File: src/rtl/sram_port_arbiter.sv
// sram_port_arbiter: shares one SRAM-like port between instruction fetch and data access,
// data first with a burst limiter, one transaction outstanding, sticky response watchdog.
`default_nettype none

module sram_port_arbiter #(
  parameter int ADDR_W       = 32,
  parameter int MAX_DATA_RUN = 4,
  parameter int TIMEOUT      = 255
) (
  input  logic              clk,
  input  logic              rst,
  input  logic              inst_req,
  input  logic [ADDR_W-1:0] inst_addr,
  output logic [31:0]       inst_rdata,
  output logic              inst_data_ok,
  input  logic              data_req,
  input  logic              data_wr,
  input  logic [3:0]        data_wen,
  input  logic [ADDR_W-1:0] data_addr,
  input  logic [31:0]       data_wdata,
  output logic [31:0]       data_rdata,
  output logic              data_data_ok,
  output logic              mem_req,
  output logic              mem_wr,
  output logic [3:0]        mem_wen,
  output logic [ADDR_W-1:0] mem_addr,
  output logic [31:0]       mem_wdata,
  input  logic              mem_addr_ok,
  input  logic [31:0]       mem_rdata,
  input  logic              mem_data_ok,
  output logic              bus_err
);

  localparam logic [3:0]  c_MAX_RUN = 4'(MAX_DATA_RUN);
  localparam logic [15:0] c_TIMEOUT = 16'(TIMEOUT);

  typedef enum logic [2:0] {
    S_IDLE   = 3'd0,
    S_I_ADDR = 3'd1,
    S_I_DATA = 3'd2,
    S_D_ADDR = 3'd3,
    S_D_DATA = 3'd4
  } state_t;

  state_t            r_state;
  logic [3:0]        r_run_cnt;
  logic [15:0]       r_wd_cnt;
  logic              r_mem_req;
  logic              r_mem_wr;
  logic [3:0]        r_mem_wen;
  logic [ADDR_W-1:0] r_mem_addr;
  logic [31:0]       r_mem_wdata;
  logic              r_bus_err;

  logic              w_grant_data;
  logic [15:0]       w_wd_next;

  // Data wins unless it has already taken MAX_DATA_RUN grants while a fetch waited.
  assign w_grant_data = data_req && (!inst_req || (r_run_cnt < c_MAX_RUN));
  assign w_wd_next    = r_wd_cnt + 16'd1;

  always_ff @(posedge clk) begin
    if (rst) begin
      r_state     <= S_IDLE;
      r_run_cnt   <= 4'd0;
      r_wd_cnt    <= 16'd0;
      r_mem_req   <= 1'b0;
      r_mem_wr    <= 1'b0;
      r_mem_wen   <= 4'd0;
      r_mem_addr  <= '0;
      r_mem_wdata <= 32'd0;
      r_bus_err   <= 1'b0;
    end else begin
      case (r_state)
        S_IDLE: begin
          if (!inst_req) begin
            r_run_cnt <= 4'd0;
          end
          if (w_grant_data) begin
            r_state     <= S_D_ADDR;
            r_mem_req   <= 1'b1;
            r_mem_wr    <= data_wr;
            r_mem_wen   <= data_wr ? data_wen : 4'd0;
            r_mem_addr  <= data_addr;
            r_mem_wdata <= data_wdata;
            if (inst_req && (r_run_cnt < c_MAX_RUN)) begin
              r_run_cnt <= r_run_cnt + 4'd1;
            end
          end else if (inst_req) begin
            r_state     <= S_I_ADDR;
            r_mem_req   <= 1'b1;
            r_mem_wr    <= 1'b0;
            r_mem_wen   <= 4'd0;
            r_mem_addr  <= inst_addr;
            r_mem_wdata <= 32'd0;
            r_run_cnt   <= 4'd0;
          end
        end
        S_I_ADDR: begin
          if (mem_addr_ok) begin
            r_state   <= S_I_DATA;
            r_mem_req <= 1'b0;
          end
        end
        S_D_ADDR: begin
          if (mem_addr_ok) begin
            r_state   <= S_D_DATA;
            r_mem_req <= 1'b0;
          end
        end
        S_I_DATA, S_D_DATA: begin
          // The watchdog only flags a hang; the transaction keeps waiting.
          if (mem_data_ok) begin
            r_state  <= S_IDLE;
            r_wd_cnt <= 16'd0;
          end else begin
            if (r_wd_cnt != c_TIMEOUT) begin
              r_wd_cnt <= w_wd_next;
            end
            if (w_wd_next >= c_TIMEOUT) begin
              r_bus_err <= 1'b1;
            end
          end
        end
        default: begin
          r_state   <= S_IDLE;
          r_mem_req <= 1'b0;
        end
      endcase
    end
  end

  assign inst_data_ok = !rst && (r_state == S_I_DATA) && mem_data_ok;
  assign data_data_ok = !rst && (r_state == S_D_DATA) && mem_data_ok;
  assign inst_rdata   = mem_rdata;
  assign data_rdata   = mem_rdata;
  assign mem_req      = r_mem_req;
  assign mem_wr       = r_mem_wr;
  assign mem_wen      = r_mem_wen;
  assign mem_addr     = r_mem_addr;
  assign mem_wdata    = r_mem_wdata;
  assign bus_err      = r_bus_err;

endmodule

`default_nettype wire

File: config.mk
export PLATFORM = sky130hd
export DESIGN_NAME = sram_port_arbiter
export DESIGN_NICKNAME = d
export VERILOG_FILES = /design/src/rtl/sram_port_arbiter.sv
export SDC_FILE = /design/constraint.sdc
export NUM_CORES = 1
export LEC_CHECK = 0
export CORE_AREA = 2 2 106 108
export CTS_CLUSTER_SIZE = 25
export DETAILED_ROUTE_END_ITERATION = 8
export DIE_AREA = 0 0 108 110
export DONT_BUFFER_PORTS = 1
export MAX_ROUTING_LAYER = met4
export PLACE_DENSITY_LB_ADDON = 0.12
export SETUP_SLACK_MARGIN = 0.1
export SYNTH_ARGS = -nofsm -noshare
export SYNTH_HDL_FRONTEND = slang
export SYNTH_SLANG_ARGS = --single-unit
File: constraint.sdc
create_clock -name clk -period 2.3 [get_ports clk]
set_input_delay 0 -clock clk [delete_from_list [all_inputs] [get_ports clk]]
set_output_delay 0 -clock clk [all_outputs]
set_load 0.01 [all_outputs]
==> results of run 1 <==
## cells in the mapped netlist, types with 2 or more instances
master / number
ha_1: 3
or3_1: 3
a311oi_2: 3
nand2_1: 47
buf_6: 2
a41oi_1: 3
buf_4: 71
buf_2: 11
xor2_1: 3
and3_1: 4
o21ai_1: 3
nand3b_1: 3
nand4b_1: 2
a31oi_1: 6
nand3_1: 47
a21oi_1: 16
dfxtp_1: 94
a22oi_1: 35
nor3b_1: 3
o21ai_0: 9
nand4_1: 2
clkbuf_1: 23
a311oi_1: 34
nor4_1: 3
and2_1: 2
a32oi_1: 4
nand2_2: 3
nor2_1: 87
nor3_4: 2
inv_1: 6
nor3_1: 8
## stage by stage
step	instance area (µm²)	power, W	setup WS [ps]	instances	hold WS (ps)
CTS	5540	0.00384	137	727	0.100
finish	5610	0.00386	229	733	0.00261
global placement	4270	0.00254	347	606	0.100
global route	5610	0.00406	92.7	733	0.0271
detailed placement	4270	0.00255	242	606	0.100
floorplan	4670	0.00258	506	560	91.8
## power groups by stage
stage	Combinational [W]	Sequential, W	Clock [W]
floorplan	0.000616	0.00196	0
global placement	0.000533	0.00200	0
detailed placement	0.000550	0.00200	0
CTS	0.000753	0.00197	0.00112
global route	0.000890	0.00198	0.00119
finish	0.000805	0.00197	0.00108
## sequential cells by signal (all words and copies together), names as in the netlist
| register | count |
|---|---|
| r_state | 3 |
| bus_err | 1 |
| mem_addr | 32 |
| mem_wen | 4 |
| mem_req | 1 |
| mem_wdata | 32 |
| mem_wr | 1 |
| r_wd_cnt | 16 |
| r_run_cnt | 4 |
## metal layers
metal / routed length, µm / GRT usage (%) / vias to the layer above
li1: - / - / 1988
met1: 5290 / 23.6 / 1948
met2: 6420 / 35.2 / 223
met3: 1060 / 5.82 / 17
met4: 136 / 7.60 / 0
met5: 0 / - / -
## worst min path at each step
stage / endpoint
5_1_grt: inst_rdata[21]
4_1_cts: data_rdata[24]
2_1_floorplan: data_rdata[0]
3_3_place_gp: data_rdata[24]
3_5_place_dp: data_rdata[24]
6_report: inst_rdata[17]
## cells in the final DEF (no fill, tap or decap), drive strengths merged, types with 4 or more instances in the layout
cell / netlist / routed
a21oi: 16 / 16
a31oi: 6 / 6
clkbuf: 23 / 11
a22oi: 35 / 35
dlygate4sd3: 0 / 104
nor3: 10 / 10
nand2: 50 / 50
a32oi: 4 / 4
and3: 4 / 4
nor2: 88 / 89
a311oi: 37 / 37
inv: 6 / 6
buf: 84 / 19
o21ai: 12 / 12
dfxtp: 94 / 94
nand3: 47 / 47
## cell families after synthesis
kind of cell / synth area share, %
xor gates and xnor gates: 1.10
AOI/OAI and AO/OA: 19.7
adders and majority gates: 0.804
buffers and inverters: 15.4
DFF: 40.3
and+or+nand+nor: 22.4
muxes: 0.214
## layout make-up
class                           instances  area (µm²)  share of cell area (%)
Inverter                                6        22.5                   0.402
Clock inverter                          4        47.5                   0.848
Clock buffer                           11         141                    2.52
Tap cell                              140         175                    3.12
Multi-Input combinational cell        354        2100                    37.4
Timing Repair Buffer                  124        1240                    22.1
Sequential cell                        94        1880                    33.6
## repair_timing
action | 4_1_cts | 5_1_grt
setup endpoints to repair | 0 | 8
buffers inserted | 0 | 5
gates resized for setup | 0 | 2
endpoints found under the hold margin | 94 | 0
hold buffers | 106 | 0
==> metrics.md, run 1 <==
| Metric | Value |
|---|---|
| Number of diodes | `0` |
| Row count | `38` |
| Seq pwr share | `51.0%` |
| Crit-path max cell delay | `590 ps` |
| Critical Path Stages | `5` |
| Cells after synthesis | `560` |
| CTS tree | `built` |
| Final period demand of the worst path | `2070 ps` |
| Clock Pin Slew Worst Setup and Hold Paths | `90 ps` |
| Crit-path cells | `or3_4 -> nor2_8 -> nor2_1 -> a311oi_1 -> dlygate4sd3_1` |
| Max-slew violations | `0` |
| Switch share | `30.4%` |
| CP endpoint kind | `register` |
| Buf/Inv on CP | `1` |
| Clk buf depth | `2` |
| Nets | `731` |
| # port buffers | `0` |
| Placer Congestion | `0.779` |
| NetSw | `0.00117 W` |
| Synth Flop Type | `dfxtp_1` |
| Reg2reg start | `r_state[2]$_SDFFE_PP0P_` |
| Vias in the first global route | `3964` |
| Routed via count | `4176` |
| Final Util | `52.4%` |
| Fin. Hold Viols | `0` |
| Area Growth Syn to Fin | `20.0%` |
| Reg2reg path depth | `5` |
| Fin crit share | `90.0%` |
| Crit path max-delay cell type | `dlygate4sd3_1` |
| Reg2reg setup slack | `230 ps` |
| Internal power | `0.00268 W` |
| CP max FO | `10` |
| Crit path from | `r_state[2]$_SDFFE_PP0P_` |
| Core area | `10700 µm²` |
| Clock latency on the worst-skew pair | `360 ps` |
| Worst-margin pin slew | `1200 ps` |
| Die width | `108 µm` |
| Avg Cell Area, Syn | `8.34 µm²` |
| Max-slew headroom | `19.8%` |
| Die Y | `110 µm` |
| Max cap viols | `0` |
| TritonRoute pass-1 iters | `5` |
| Tot GR Track Use | `20.8%` |
| RSZ-0062 raised after global routing | `true` |
| Final ANT Viol Nets | `0` |
| Die area | `11900 µm²` |
| Overflow after GRT | `0` |
| Largest net degree at the start of global routing | `96` |
| Status | `finished, final reports clean` |
| DR iter-0 viols | `205` |
| Power Density | `688 nW/µm²` |
| Synth cell types | `49` |
| Vias per cell | `5.70` |
| TNS Setup | `0 ps` |
| Post-synth EDFFs | `0` |
| Setup crit end | `mem_addr[24]$_SDFFE_PP0P_` |
| WP data required | `2600 ps` |
| Syn_nets | `702` |
| Ys Warns | `0` |
| Hold Crit Start | `mem_rdata[17]` |
| Routed len/inst | `17.6 µm` |
| Reg2reg end | `mem_addr[24]$_SDFFE_PP0P_` |
| P_leak | `2.08 nW` |
| Ranking of synthesized cells by area | `dfxtp_1 40%, buf_4 11%, nor2_1 7.0%, a311oi_1 6.4%, a22oi_1 5.6%` |
| Initial antenna violation count | `0` |
| DRC | `0` |
| Hold Path Depth | `0` |
| CP Class | `reg -> reg` |
| Post-Syn Area | `4670 µm²` |
| # IOs | `276` |
| Crit path DAT | `2370 ps` |
| Post-synthesis sequential area ratio | `40.3%` |
| Flops & latches, synth | `94` |
| Hold WC Path Type | `in -> out` |
| Clk_skew | `12.8 ps` |
| FFs w/ async S/R, synth | `0%` |
| Fmax | `0.483 GHz` |
| CTS H-tree lvls | `3` |
| Final HPWL DP | `7420 µm` |
| Setup Viol. Count Final | `0` |
| Clock power frac | `28.1%` |
| Synth top area share | `40.3%` |
| Combinational fraction of design power | `20.9%` |
| First-pass GRT wire length | `19100 µm` |
| Synth area leader | `dfxtp_1` |
| Max VDD drop | `0.000323 V` |
| CTS Sinks | `94` |
| Final WL | `12900 µm` |
| CP startpoint kind | `register` |
| TritonCTS Buffers | `9` |
| Initial core utilization | `43.7%` |
| Clock Tree Root | `clkbuf_8` |
| Number of fill cells | `936` |
| Worst path top cell family by delay | `simple AND/OR/NAND/NOR gates` |
| Layout cell share with drive strength beyond 1 | `8.77%` |
(Power assumes the default switching activity.)
==> run 2: changes to the inputs <==
==> constraint.sdc (replaced) <==
create_clock -name clk -period 2.2 [get_ports clk]
set_input_delay 0 -clock clk [delete_from_list [all_inputs] [get_ports clk]]
set_output_delay 0 -clock clk [all_outputs]
set_load 0.01 [all_outputs]
==> run 2 against run 1 <==
Effect of this change:
- the run now fails in 4_1_cts
- synthesized cell count unchanged
- synthesized area unchanged
==> metrics.md, run 2 <==
| Metric | Value |
|---|---|
| # IOs | `276` |
| Dpl ws | `222 ps` |
| Initial core utilization | `43.7%` |
| Avg Cell Area, Syn | `8.34 µm²` |
| Status | `stopped before the end` |
| Clock Tree Root | `clkbuf_8` |
| CTS H-tree lvls | `3` |
| Synth area leader | `dfxtp_1` |
| Ranking of synthesized cells by area | `dfxtp_1 40%, buf_4 11%, nor2_1 7.0%, a311oi_1 6.4%, a22oi_1 5.6%` |
| Fail Step | `4_1_cts` |
| Syn_nets | `702` |
| Die Y | `110 µm` |
| Cells after synthesis | `560` |
| Post-synth top cells | `94 x dfxtp_1, 87 x nor2_1, 71 x buf_4, 47 x nand2_1, 47 x nand3_1` |
| FFs w/ async S/R, synth | `0%` |
| Flops & latches, synth | `94` |
| CTS Sinks | `94` |
| Post-synthesis sequential area ratio | `40.3%` |
| Die width | `108 µm` |
| Post-synth EDFFs | `0` |
| Post_cts resized | `0` |
| Post-Syn Area | `4670 µm²` |
| Hold_buf cts | `125` |
| Synth Flop Type | `dfxtp_1` |
| Synth cell types | `49` |
| TritonCTS Buffers | `9` |
| # port buffers | `0` |
| Final HPWL DP | `7290 µm` |
| Row count | `38` |
| Ys Warns | `0` |
| Clk buf depth | `2` |
| Count leader, synth | `dfxtp_1` |
| Tool Error | `[ERROR RSZ-0060] Max buffer count reached.` |
| Placer Congestion | `0.779` |
| Synth top area share | `40.3%` |
| Post-CTS Setup Repair Bufs | `0` |
| DP Area | `4270 µm²` |
run 2: logic make-up after synthesis:
| logic type | synth area share (%) |
|---|---|
| and+or+nand+nor | 22.4 |
| AOI/OAI and AO/OA | 19.7 |
| buffers and inverters | 15.4 |
| DFF | 40.3 |
| xor gates and xnor gates | 1.10 |
| adders and majority gates | 0.804 |
| muxes | 0.214 |
run 2: per-stage QoR:
step	std cells	hold slack, ps
detailed placement	605	0.100
floorplan	560	91.8
global placement	605	0.100
==> run 3: changes to the inputs <==
==> config.mk (replaced) <==
export PLATFORM = sky130hd
export DESIGN_NAME = sram_port_arbiter
export DESIGN_NICKNAME = d
export VERILOG_FILES = /design/src/rtl/sram_port_arbiter.sv
export SDC_FILE = /design/constraint.sdc
export NUM_CORES = 1
export LEC_CHECK = 0
export CORE_MARGIN = 2
export CORE_UTILIZATION = 40
export DETAILED_ROUTE_END_ITERATION = 8
export DONT_BUFFER_PORTS = 1
export PLACE_DENSITY_LB_ADDON = 0.15
export SYNTH_ARGS = -nofsm -noshare
export SYNTH_HDL_FRONTEND = slang
export SYNTH_SLANG_ARGS = --single-unit
==> run 3 against run 2 <==
Effect of this change:
- the run now ends clean
==> metrics.md, run 3 (synthesis gave the netlist of run 1 again) <==
| Metric | Value |
|---|---|
| Status | `finished, final reports clean` |
| RSZ-0062 raised after global routing | `false` |
| CP startpoint kind | `register` |
| Hold Crit Start | `mem_rdata[1]` |
| TNS Setup | `0 ps` |
| Crit path DAT | `2260 ps` |
| Post_cts resized | `0` |
| CTS tree | `built` |
| Crit path from | `r_wd_cnt[0]$_SDFFE_PP0P_` |
| Routed len/inst | `17.7 µm` |
| Clock Tree Root | `clkbuf_16` |
| Nets | `727` |
| Die area | `12600 µm²` |
| Clock Pin Slew Worst Setup and Hold Paths | `70 ps` |
| Max-slew violations | `0` |
| Combinational fraction of design power | `17.5%` |
| Crit-path max cell delay | `380 ps` |
| DRC | `0` |
| Final ANT Viol Nets | `0` |
| Fin crit share | `91.1%` |
| Initial antenna violation count | `0` |
| # port buffers | `0` |
| CTS H-tree lvls | `3` |
| Overflow after GRT | `0` |
| CP max FO | `11` |
| CTS Sinks | `94` |
| Routed via count | `4153` |
| Largest net degree at the start of global routing | `96` |
| Clk buf depth | `2` |
| Row count | `39` |
| TritonCTS Buffers | `9` |
| Total power | `0.00457 W` |
| Final hold slack | `0.00491 ps` |
| Area Growth Syn to Fin | `22.5%` |
| Final period demand of the worst path | `2000 ps` |
| Clock latency on the worst-skew pair | `340 ps` |
| Tot GR Track Use | `20.4%` |
| Vias in the first global route | `4124` |
| Crit-path cells | `ha_1 -> and3_1 -> and2_1 -> a21boi_4 -> a41oi_1 -> a311oi_2` |
| Worst path top cell family by delay | `compound AO/OA/AOI/OAI gates` |
| Placer Congestion | `0.824` |
| Die Y | `112 µm` |
| Core area | `11400 µm²` |
| Reg2reg start | `r_wd_cnt[0]$_SDFFE_PP0P_` |
| Fin. Hold Viols | `0` |
| Crit path max-delay cell type | `a21boi_4` |
| Hold_buf cts | `106` |
| Fmax | `0.499 GHz` |
| Die width | `112 µm` |
| Vias per cell | `5.67` |
| Post-CTS Setup Repair Bufs | `0` |
| Final WL | `13000 µm` |
| Most common cell after layout, fill and taps aside | `dlygate4sd3_1` |
| TritonRoute pass-1 iters | `5` |
| Max cap viols | `0` |
| WP data required | `2450 ps` |
| Switch share | `28.6%` |
| Setup Viol. Count Final | `0` |
| CP Class | `reg -> reg` |
| Max VDD drop | `0.000381 V` |
| Internal power | `0.00326 W` |
| Number of diodes | `0` |
| Seq pwr share | `45.1%` |
| Power Density | `798 nW/µm²` |
| Layout cell share with drive strength beyond 1 | `8.47%` |
| P_leak | `2.12 nW` |
| Initial core utilization | `40.9%` |
| First-pass GRT wire length | `21000 µm` |
| Final HPWL DP | `7500 µm` |
| Clock power frac | `37.4%` |
| Hold WC Path Type | `in -> out` |
| Max-slew headroom | `53.3%` |
| Most frequent cells in the layout | `104 x dlygate4sd3_1, 94 x dfxtp_1, 86 x nor2_1` |
| Worst-margin pin slew | `693 ps` |
| DR iter-0 viols | `309` |
| # IOs | `276` |
| Buf/Inv on CP | `0` |
| NetSw | `0.00131 W` |
| Clk_skew | `8.64 ps` |
| CP endpoint kind | `register` |
[run 3: final cells by class]
class                      count  area [µm²]
fill                         998        5700
multi-input combinational    353        2080
sequential                    94        1880
timing repair buffer         121        1230
clock buffer                  10         239
tap                          143         179
clock inverter                 6        93.8
inverter                       6        22.5
[run 3: routing by layer]
| layer | share of wire [%] | vias up | global-route usage, % | wire length, µm |
|---|---|---|---|---|
| met5 | 0 | - | 0 | 0 |
| met4 | 0.80 | 0 | 5.53 | 104 |
| met2 | 49 | 235 | 35.4 | 6370 |
| met3 | 8.5 | 8 | 5.56 | 1100 |
| li1 | - | 1987 | - | - |
| met1 | 42 | 1923 | 25.0 | 5430 |
[run 3: worst reg2reg max path, delay by kind of cell (launching register included)]
family	cells	cell delay, ps
AO/OA/AOI/OAI	3	830
adder cells (fa/ha/maj)	1	260
flip-flops	1	340
AND/OR/NAND/NOR	2	490
[run 3: power by group through the flow]
stage / registers, W / logic [W] / clock network, W
detailed placement: 0.00210 / 0.000581 / 0
finish: 0.00206 / 0.000798 / 0.00171
global route: 0.00208 / 0.000889 / 0.00182
floorplan: 0.00205 / 0.000645 / 0
global placement: 0.00210 / 0.000563 / 0
CTS: 0.00206 / 0.000781 / 0.00176
[run 3: stage by stage]
step / instances / setup slack [ps] / area, µm² / util (%)
after CTS: 733 / 207 / 5720 / 50.1
after detailed placement: 611 / 227 / 4300 / 37.7
final: 733 / 195 / 5720 / 50.1
after global placement: 611 / 309 / 4300 / 37.7
after global routing: 733 / 30.9 / 5720 / 50.1
after floorplan: 560 / 406 / 4670 / -
[run 3: path summary, 6_finish.rpt]
check	to	slack, ps	cells after the start
worst max-delay path	r_wd_cnt[15]$_SDFFE_PP0P_	200	6
worst min-delay path	inst_rdata[1]	0.005	0
worst max register to register	r_wd_cnt[15]$_SDFFE_PP0P_	200	6
worst min register to register	r_run_cnt[1]$_SDFFE_PP0P_	460	2
==> run 4: changes to the inputs <==
--- a/config.mk
+++ b/config.mk
@@ -9,7 +9,6 @@
 export CORE_UTILIZATION = 40
 export DETAILED_ROUTE_END_ITERATION = 8
 export DONT_BUFFER_PORTS = 1
-export PLACE_DENSITY_LB_ADDON = 0.15
 export SYNTH_ARGS = -nofsm -noshare
 export SYNTH_HDL_FRONTEND = slang
 export SYNTH_SLANG_ARGS = --single-unit
==> run 4 against run 3 <==
Effect of this change:
- design area down 0.74%
- sequential share of layout area up 0.25 points
- power down 4.8%
- critical endpoint is now mem_addr[3]$_SDFFE_PP0P_
- largest cell class unchanged
- largest power group unchanged
==> metrics.md, run 4 (synthesis gave the netlist of run 1 again) <==
| Metric | Value |
|---|---|
| Dpl ws | `227 ps` |
| Setup Viol. Count Final | `0` |
| Internal power | `0.00301 W` |
| Initial core utilization | `40.9%` |
| Final ANT Viol Nets | `0` |
| CP max FO | `29` |
| RSZ-0062 raised after global routing | `false` |
| # port buffers | `0` |
| Final HPWL DP | `7390 µm` |
| Power Density | `766 nW/µm²` |
| # IOs | `276` |
| Most frequent cells in the layout | `105 x dlygate4sd3_1, 94 x dfxtp_1, 86 x nor2_1` |
| Die Y | `112 µm` |
| Worst-margin pin slew | `534 ps` |
| Core area | `11400 µm²` |
| WP data required | `2450 ps` |
| Clock latency on the worst-skew pair | `340 ps` |
| Post_cts resized | `0` |
| DR iter-0 viols | `312` |
| Vias per cell | `5.78` |
| First-pass GRT wire length | `21000 µm` |
| Clock Pin Slew Worst Setup and Hold Paths | `70 ps` |
| Overflow after GRT | `0` |
| Die width | `112 µm` |
| CP Class | `reg -> reg` |
| Nets | `728` |
| Combinational fraction of design power | `18.6%` |
| Row count | `39` |
| CP endpoint kind | `register` |
| Finished Layout Cells | `734` |
| Die area | `12600 µm²` |
| Crit-path cells | `o21ai_2 -> buf_4 -> nand3_1 -> dlygate4sd3_1 -> a311oi_1` |
| Clock power frac | `34.0%` |
| Clock Tree Root | `clkbuf_16` |
| Tot GR Track Use | `20.8%` |
| Vias in the first global route | `4180` |
| Crit path max-delay cell type | `dlygate4sd3_1` |
| Worst Slack Setup Final | `113 ps` |
| Crit path DAT | `2340 ps` |
| DRC | `0` |
| Number of diodes | `0` |
| Seq pwr share | `47.3%` |
| Clk buf depth | `2` |
| CTS tree | `built` |
| Routed via count | `4245` |
| Final hold slack | `0.00762 ps` |
| Switch share | `30.8%` |
| Max cap viols | `0` |
| Buf/Inv on CP | `2` |
| Hold WC Path Type | `in -> out` |
| TritonCTS Buffers | `9` |
| Fin. Hold Viols | `0` |
| TritonRoute pass-1 iters | `5` |
| Layout cell share with drive strength beyond 1 | `8.46%` |
| Status | `finished, final reports clean` |
| CTS H-tree lvls | `3` |
| P_leak | `2.09 nW` |
| Fin crit share | `94.9%` |
| Worst path top cell family by delay | `buffers and inverters` |
| CP startpoint kind | `register` |
| Most common cell after layout, fill and taps aside | `dlygate4sd3_1` |
| Max VDD drop | `0.000397 V` |
| Final WL | `13200 µm` |
| Final Util | `49.7%` |
| Fmax | `0.479 GHz` |
| Max-slew headroom | `64.1%` |
| TNS Setup | `0 ps` |
| Number of fill cells | `1025` |
| Crit-path max cell delay | `570 ps` |
| Area Growth Syn to Fin | `21.6%` |
| Placer Congestion | `0.827` |
| Largest net degree at the start of global routing | `96` |
| NetSw | `0.00134 W` |
| Final period demand of the worst path | `2090 ps` |
| Initial antenna violation count | `0` |
| Max-slew violations | `0` |
| Inst Count DP | `611` |
| Clk_skew | `7.18 ps` |
| Routed len/inst | `18.0 µm` |
| CTS Sinks | `94` |
==> run 4: layer usage <==
metal	up-vias	track usage (%)	share of wire, %	wire, µm
li1	1995	-	-	-
met1	2005	24.3	40	5330
met2	222	35.8	49	6500
met3	23	5.94	8.5	1130
met4	0	9.19	1.8	239
met5	-	0	0	0
==> run 4: power by group through the flow <==
stage / combinational, W / clock, W / sequential, W
floorplan: 0.000645 / 0 / 0.00205
global placement: 0.000564 / 0 / 0.00209
detailed placement: 0.000592 / 0 / 0.00209
CTS: 0.000791 / 0.00154 / 0.00206
global route: 0.000901 / 0.00162 / 0.00208
finish: 0.000810 / 0.00148 / 0.00206
==> run 4: what timing repair did <==
item | CTS | global route
buffers inserted | 0 | 0
endpoints found under the setup margin | 0 | 0
endpoints found under the hold margin | 94 | 0
hold buffers | 107 | 0
==> run 4: path summary, 6_finish.rpt <==
| check | startpoint | end | slack, ps | cells past startpoint |
|---|---|---|---|---|
| worst max register to register | r_run_cnt[3]$_SDFFE_PP0P_ | mem_addr[3]$_SDFFE_PP0P_ | 110 | 5 |
| worst min register to register | r_run_cnt[1]$_SDFFE_PP0P_ | r_run_cnt[1]$_SDFFE_PP0P_ | 460 | 2 |
| worst min-delay path | mem_rdata[30] | inst_rdata[30] | 0.008 | 0 |
| worst max-delay path | r_run_cnt[3]$_SDFFE_PP0P_ | mem_addr[3]$_SDFFE_PP0P_ | 110 | 5 |
==> run 4: worst reg2reg max path, cell delays in order (launching register included) <==
cell	delay, ps
dfxtp_1	330
o21ai_2	310
buf_4	400
nand3_1	130
dlygate4sd3_1	570
a311oi_1	260
==> run 4: final cells by class <==
cell class / count / area [µm²] / share of cell area (%)
repair buffers: 122 / 1240 / 21.8
clock buffers: 9 / 225 / 3.97
well taps: 143 / 179 / 3.15
inverters: 6 / 22.5 / 0.397
clock inverters: 7 / 55.1 / 0.969
flip-flops and latches: 94 / 1880 / 33.1
multi-input cells: 353 / 2080 / 36.6
==> run 4: stage by stage <==
stage          total power (W)  area (µm²)
5_1_grt                0.00460        5680
6_report               0.00435        5680
4_1_cts                0.00439        5680
3_5_place_dp           0.00268        4300
3_3_place_gp           0.00266        4300
2_1_floorplan          0.00270        4670
